## src/rtl/mem_responder.sv

```systemverilog
// mem_responder: memory-side responder for the core's external bus.
// Serves reads, writes and two-beat fetches over a strobe/ack memory.
module mem_responder #(
  parameter int ADDR_W = 18
) (
  input  logic              clk,
  input  logic              rst,
  input  logic [15:0]       cpu_addr,
  input  logic [15:0]       cpu_wdata,
  input  logic              cpu_read,
  input  logic              cpu_write,
  input  logic              cpu_instr,
  input  logic              cpu_read_done,
  output logic [15:0]       cpu_rdata,
  output logic [31:0]       cpu_instr_data,
  output logic              cpu_busy,
  output logic              cpu_cack,
  output logic              cpu_ready,
  output logic [ADDR_W-1:0] mem_addr,
  output logic [15:0]       mem_wdata,
  output logic              mem_re,
  output logic              mem_we,
  input  logic [15:0]       mem_rdata,
  input  logic              mem_ack
);

  typedef enum logic [2:0] {
    IDLE, RD, WR, IF0, IF1, HOLD
  } state_t;

  state_t state, state_d;

  logic [15:0]       addr_q, addr_d;
  logic [15:0]       low_q, low_d;
  logic [15:0]       rdata_d;
  logic [31:0]       idata_d;
  logic              busy_d, cack_d, ready_d;
  logic [ADDR_W-1:0] maddr_d;
  logic [15:0]       wdata_d;
  logic              re_d, we_d;
  logic              rd_arm, rd_arm_d;
  logic              wr_arm, wr_arm_d;
  logic              take_wr, take_rd;

  function automatic logic [ADDR_W-1:0] data_addr(
    input logic [15:0] a
  );
    return ADDR_W'({2'b00, a});
  endfunction

  function automatic logic [ADDR_W-1:0] fetch_addr(
    input logic [15:0] a,
    input logic        beat
  );
    return ADDR_W'({1'b1, a, beat});
  endfunction

  assign take_wr = cpu_write && wr_arm;
  assign take_rd = cpu_read && rd_arm && !take_wr;

  // Next-state and next-output decode; every register holds by default.
  always_comb begin
    state_d  = state;
    addr_d   = addr_q;
    low_d    = low_q;
    rdata_d  = cpu_rdata;
    idata_d  = cpu_instr_data;
    busy_d   = cpu_busy;
    cack_d   = 1'b0;
    ready_d  = cpu_ready;
    maddr_d  = mem_addr;
    wdata_d  = mem_wdata;
    re_d     = mem_re;
    we_d     = mem_we;
    rd_arm_d = rd_arm | ~cpu_read;
    wr_arm_d = wr_arm | ~cpu_write;
    unique case (state)
      IDLE: begin
        if (take_wr || take_rd) begin
          addr_d  = cpu_addr;
          wdata_d = cpu_wdata;
          cack_d  = 1'b1;
          busy_d  = 1'b1;
        end
        if (take_wr) begin
          state_d  = WR;
          wr_arm_d = 1'b0;
          we_d     = 1'b1;
          maddr_d  = data_addr(cpu_addr);
        end else if (take_rd) begin
          rd_arm_d = 1'b0;
          re_d     = 1'b1;
          if (cpu_instr) begin
            state_d = IF0;
            maddr_d = fetch_addr(cpu_addr, 1'b0);
          end else begin
            state_d = RD;
            maddr_d = data_addr(cpu_addr);
          end
        end
      end
      WR: begin
        if (mem_ack) begin
          we_d    = 1'b0;
          busy_d  = 1'b0;
          state_d = IDLE;
        end
      end
      RD: begin
        if (mem_ack) begin
          rdata_d = mem_rdata;
          re_d    = 1'b0;
          busy_d  = 1'b0;
          ready_d = 1'b1;
          state_d = HOLD;
        end
      end
      IF0: begin
        if (mem_ack) begin
          low_d   = mem_rdata;
          maddr_d = fetch_addr(addr_q, 1'b1);
          state_d = IF1;
        end
      end
      IF1: begin
        if (mem_ack) begin
          idata_d = {mem_rdata, low_q};
          re_d    = 1'b0;
          busy_d  = 1'b0;
          ready_d = 1'b1;
          state_d = HOLD;
        end
      end
      HOLD: begin
        if (cpu_read_done) begin
          ready_d = 1'b0;
          state_d = IDLE;
        end
      end
      default: state_d = IDLE;
    endcase
  end

  // State and output registers; reset aborts any access in flight.
  always_ff @(posedge clk or negedge rst) begin
    if (!rst) begin
      state          <= IDLE;
      addr_q         <= '0;
      low_q          <= '0;
      cpu_rdata      <= '0;
      cpu_instr_data <= '0;
      cpu_busy       <= 1'b0;
      cpu_cack       <= 1'b0;
      cpu_ready      <= 1'b0;
      mem_addr       <= '0;
      mem_wdata      <= '0;
      mem_re         <= 1'b0;
      mem_we         <= 1'b0;
      rd_arm         <= 1'b1;
      wr_arm         <= 1'b1;
    end else begin
      state          <= state_d;
      addr_q         <= addr_d;
      low_q          <= low_d;
      cpu_rdata      <= rdata_d;
      cpu_instr_data <= idata_d;
      cpu_busy       <= busy_d;
      cpu_cack       <= cack_d;
      cpu_ready      <= ready_d;
      mem_addr       <= maddr_d;
      mem_wdata      <= wdata_d;
      mem_re         <= re_d;
      mem_we         <= we_d;
      rd_arm         <= rd_arm_d;
      wr_arm         <= wr_arm_d;
    end
  end

endmodule

```

## config.mk

```make
export PLATFORM = sky130hd
export DESIGN_NAME = mem_responder
export DESIGN_NICKNAME = d
export VERILOG_FILES = /design/src/rtl/mem_responder.sv
export SDC_FILE = /design/constraint.sdc
export NUM_CORES = 1
export LEC_CHECK = 0
export CORE_MARGIN = 1.5
export CORE_UTILIZATION = 53
export CTS_BUF_LIST = sky130_fd_sc_hd__clkbuf_4
export DETAILED_ROUTE_END_ITERATION = 16
export GPL_TIMING_DRIVEN = 0
export PLACE_DENSITY_LB_ADDON = 0.3
export SYNTH_ARGS = -nofsm -noshare
export SYNTH_HDL_FRONTEND = slang
export SYNTH_SLANG_ARGS = --single-unit
```

## constraint.sdc

```tcl
create_clock -name clk -period 5.75 [get_ports clk]
set_clock_uncertainty 0.1 [all_clocks]
set_input_delay 1.15 -clock clk [delete_from_list [all_inputs] [get_ports clk]]
set_output_delay 1.15 -clock clk [all_outputs]
set_load 0.01 [all_outputs]
```

# Word-level counts from Yosys, hierarchy flattened
# Cells that the tools add are included.
# classes
n_addsub,0
multipliers,0
div_mod_pow,0
magnitude_cmp,0
eq_ne,15
shift,0
n_mux,31
bitwise_logic,4
reduce_logical,23
# ops
op,n
$mux 18,4
$pmux 18 s2,1
$mux 3,6
$pmux 3 s5,1
$mux 1,14
$ne 2x2->1 const B,7
$reduce_and 3->1,4
$reduce_bool 2->1,5
$pmux 1 s2,4
$reduce_and 2->1,4
$eq 3x2->1 const B,2
$eq 3x3->1 const B,2
$reduce_and 5->1,1
$ne 2x1->1 const B,2
$reduce_and 4->1,1
$eq 3x1->1 const B,1
$logic_and 1x1->1,3
$logic_not 3->1,1
$ne 3x3->1 const B,1
$reduce_or 3->1,1
$mux 2,1
$not 1->1,2
$or 1x1->1,2
$reduce_or 2->1,1
2 further kinds,2
# word_totals
register_bits,124
latch_bits,0
mem_bits_rw,0
rom_bits,0
input_bits,55
out_inout_bits,87
elab_cells,87
n_memories,0

# Logic depth before layout (Yosys ltp)
# logic_depth
ltp_word,6
depth_mapped,7
depth_no_buf,4

# Least setup slack after synthesis
# No wires, ideal clock.
# synth_path
path_kind,input to register
from,input mem_ack
to,register mem_addr[10]
setup_ns,0.127
t_arrival_ns,2.247
required_ns,5.523
slack_ns,3.275
path_stages,5
path_buffers,2
path_cell_list,buf_2 -> nand4b_2 -> o21ai_4 -> buf_6 -> mux2_1
# synth_between
elab_chain_len,2
# synth_rtl
element,line,source
start: declaration,24,input logic mem_ack
$ne 2x2->1 (no line),-,
$reduce_and 3->1 (no line),-,
end signal: assignment,170,mem_addr <= maddr_d;
end: declaration,19,"output logic [ADDR_W-1:0] mem_addr,"
# No other way between the ends.
# A chain may end at the register's enable or synchronous reset.

# Worst setup path in the final report
# layout_path
from,input cpu_instr
to,register mem_addr[14]
# layout_between
elab_chain_len,4
# layout_rtl
element,line,source
start: declaration,12,"input logic cpu_instr,"
$mux 18,93,if (cpu_instr) begin
$mux 18,90,end else if (take_rd) begin
$mux 18,85,if (take_wr) begin
$pmux 18 s2,77,unique case (state)
# No other way between the ends. The select of a mux whose other input is x is not followed.

==> flow_metrics.py <==
metrics = {
    "run_status": {
        "status": "completed",
    },
    "route": {
        "ant_nets": 0,
        "via_per_inst": 5.28,
        "drt-total-wl_um": 11100,
        "num_vias": 3581,
        "drt-pass1-iter-count": 4,
        "drtIter0Drc": 93,
        "wl_per_cell_um": 16.4,
        "drc": 0,
    },
    "setup_path": {
        "r2r_start": "state[1]",
        "rrSetupSlack_ns": 3.67,
        "worstSetupPathType": "input pin to flop",
        "r2r-end": "mem_addr[10]",
        "worst_path_largest_cell_delay_ns": 0.53,
        "arrival_ns": 3.10,
        "reg2reg_depth": 5,
        "crit_family": "buffers and inverters",
        "cp.required_ns": 6.09,
        "path_cells": "clkdlybuf4s50_1, a21boi_1, clkbuf_1, nand2_1, a31oi_1, mux2_1",
        "crit_path_end_kind": "flop",
        "slowest_stage": "clkdlybuf4s50_1",
        "critPathMaxFanout": 10,
        "startpoint_type": "input pin",
        "crit_buf_inv": 2,
    },
    "pwr": {
        "intPower_mw": 2.66,
        "clockPowerShare_pct": 17.2,
        "powerDensity_nw_per_um2": 552,
        "pwr-share-seq_pct": 39.4,
        "comb_power_share_pct": 43.4,
        "swShare_pct": 31.0,
        "vdd_drop_max_mv": 0.301,
        "leakage_nw": 3.03,
        "p_switching_mw": 1.20,
    },
    "timing": {
        "holdWs_ns": 0.387,
        "max_freq_ghz": 0.363,
        "hold_viol_final": 0,
        "finalCritPeriodShare_pct": 48.0,
        "setup_viol": 0,
        "fin_ws_ns": 2.99,
        "relSlewSlack_pct": 61.0,
        "tightest_slew_ns": 0.584,
        "report.final.slew_viol_count": 0,
        "finalCriticalPeriod_ns": 2.76,
        "rsz0062_at_grt": "no",
        "tns_ns": 0,
    },
    "global_routing": {
        "grt_max_degree": 68,
        "grt_pass1_wl_um": 18100,
        "grt_pass1_vias": 3724,
        "overflow": 0,
        "groute.usage.overall_pct": 23.3,
        "antenna_found_initial": 0,
    },
    "layout": {
        "seqCellArea_um2": 3110,
        "diodes": 0,
        "fillCellCount": 650,
        "multi_input_area_um2": 1850,
        "fin_area_um2": 6990,
        "finalNonFillerCells": 678,
        "drive_above_1_share_pct": 26.0,
        "fin_nets": 592,
        "area_delta_synth_final_pct": 37.5,
    },
    "min_path": {
        "worstHoldEndpoint": "cpu_busy",
        "min_path_cells": 1,
        "hold_start": "cpu_busy",
        "hold_path_class": "flop to flop",
    },
    "die": {
        "num_io_pins": 142,
        "rows": 35,
        "initial_core_util_pct": 54.8,
        "die_area_um2": 10200,
        "die_w_um": 101,
        "die_h_um": 101,
        "core_area_um2": 9280,
    },
    "placement": {
        "dp_hpwl_um": 7740,
        "placed_area_um2": 6680,
        "portBuffers": 140,
        "gp_congestion": 0.806,
        "dp_cells": 647,
        "post-place-ws_ns": 2.56,
    },
    "clocking": {
        "ctsHtreeMaxLevel": 4,
        "cts_buffers": 17,
        "root_buffer": "clkbuf_4",
        "post_cts_resized": 0,
        "post_cts_buffers": 0,
        "clk_pin_slew_ns": 0.10,
        "cts_buffer_depth": 2,
        "cts_tree": "built",
        "clk_latency_ns": 0.50,
        "cts_hold_buffers": 0,
        "cts.sinks": 124,
    },
    "yosys": {
        "synth_fp_nets": 432,
        "yosysWarnings": 0,
        "synth.avg_cell_area_um2": 13.5,
        "ys_ff_latch": 124,
        "synth.cell_area_um2": 5090,
        "synth_edf_count": 0,
        "synthFlopType": "dfrtp_1",
        "ys_types": 36,
        "ys_async_sr_fraction_pct": 100,
        "seq_area_frac_synth_pct": 61.1,
        "synthCells": 377,
    },
    "run": {
        "drv_cap": 0,
    },
}
-- logic make-up after synthesis --
kind of cell | after synthesis | synth area share, %
multiplexers | 110 | 24.4
AO/OA/AOI/OAI | 40 | 5.19
flip-flops | 124 | 61.1
buffers and inverters | 24 | 2.56
AND/OR/NAND/NOR | 79 | 6.84
-- cell usage after synthesis, types with 2 or more instances --
cell	n	area, um^2
a21o_1	2	15.0
a21oi_1	6	30.0
a31oi_1	16	100
buf_2	11	55.1
buf_6	3	33.8
clkbuf_1	7	26.3
dfrtp_1	122	3050
dfstp_2	2	52.6
inv_1	2	7.51
mux2_1	21	236
mux2_2	89	1000
nand2_1	42	158
nand3b_1	3	22.5
nor2_1	21	78.8
nor2_2	2	12.5
nor2b_1	2	12.5
o21ai_0	7	35.0
-- registers in the layout, indices dropped and copies added (netlist names), 3 cells and up --
name            cells
low_q              16
mem_wdata          16
cpu_instr_data     32
addr_q             16
state               3
mem_addr           18
cpu_rdata          16
-- metal layers --
metal,part of all wire (%),global-route usage [%],up-vias
met5,0,0,-
met4,1.9,8.97,0
met3,8.7,8.81,21
met2,49,38.2,154
met1,41,27.9,1761
li1,-,-,1645
-- worst reg2reg max path, cell delays in order (launching register included) --
cell and delay, ns:
dfrtp_1 0.43, or3_1 0.35, buf_2 0.17, o21ai_4 0.36, buf_6 0.22, mux2_1 0.35
-- cell type report --
class                           instances  area share, %
Multi-Input combinational cell        229           26.5
Clock buffer                           19           2.04
Inverter                                2          0.107
Timing Repair Buffer                  141           20.5
Clock inverter                         12           2.47
Buffer                                 22           1.75
Tap cell                              129           2.31
Sequential cell                       124           44.4
-- cell usage in the layout, fill, tap and decap left out, types with 2 or more instances in the layout --
cell	instances
nand2_1	42
clkinv_1	2
dfrtp_1	122
clkinvlp_4	3
nor2_1	21
mux2_2	89
nor2b_1	2
buf_2	11
clkbuf_4	19
a21o_1	2
clkbuf_1	7
dfstp_2	2
a21oi_1	6
bufinv_16	4
mux2_1	21
o21ai_0	7
inv_1	2
buf_6	4
clkinv_4	2
clkdlybuf4s50_1	139
nand3b_1	3
a31oi_1	16
nor2_2	2
-- power by group through the flow --
stage	Sequential [mW]	Combinational [mW]	Clock (mW)
finish	1.52	1.68	0.664
global route	1.57	1.81	0.718
CTS	1.52	1.70	0.680
detailed placement	1.54	1.69	0
global placement	1.51	1.64	0
floorplan	1.65	0.729	0
-- worst max-delay path by stage --
stage / from / to / slack (ns) / cells past startpoint
after floorplan: mem_ack / mem_addr[10] / 3.28 / 5
after detailed placement: cpu_instr / mem_addr[8] / 2.56 / 6
final: cpu_instr / mem_addr[14] / 2.99 / 6
after global routing: cpu_instr / mem_addr[14] / 2.88 / 6
after global placement: rst / cpu_instr_data[29] / -1.19 / 1
after CTS: cpu_instr / mem_addr[14] / 3.00 / 6
-- stage by stage --
step | utilization, % | total power, mW
after floorplan | - | 2.38
after global placement | 71.6 | 3.14
after detailed placement | 71.9 | 3.22
after CTS | 75.3 | 3.90
after global routing | 75.3 | 4.09
final | 75.3 | 3.86
Power figures use the tool's default switching activity.
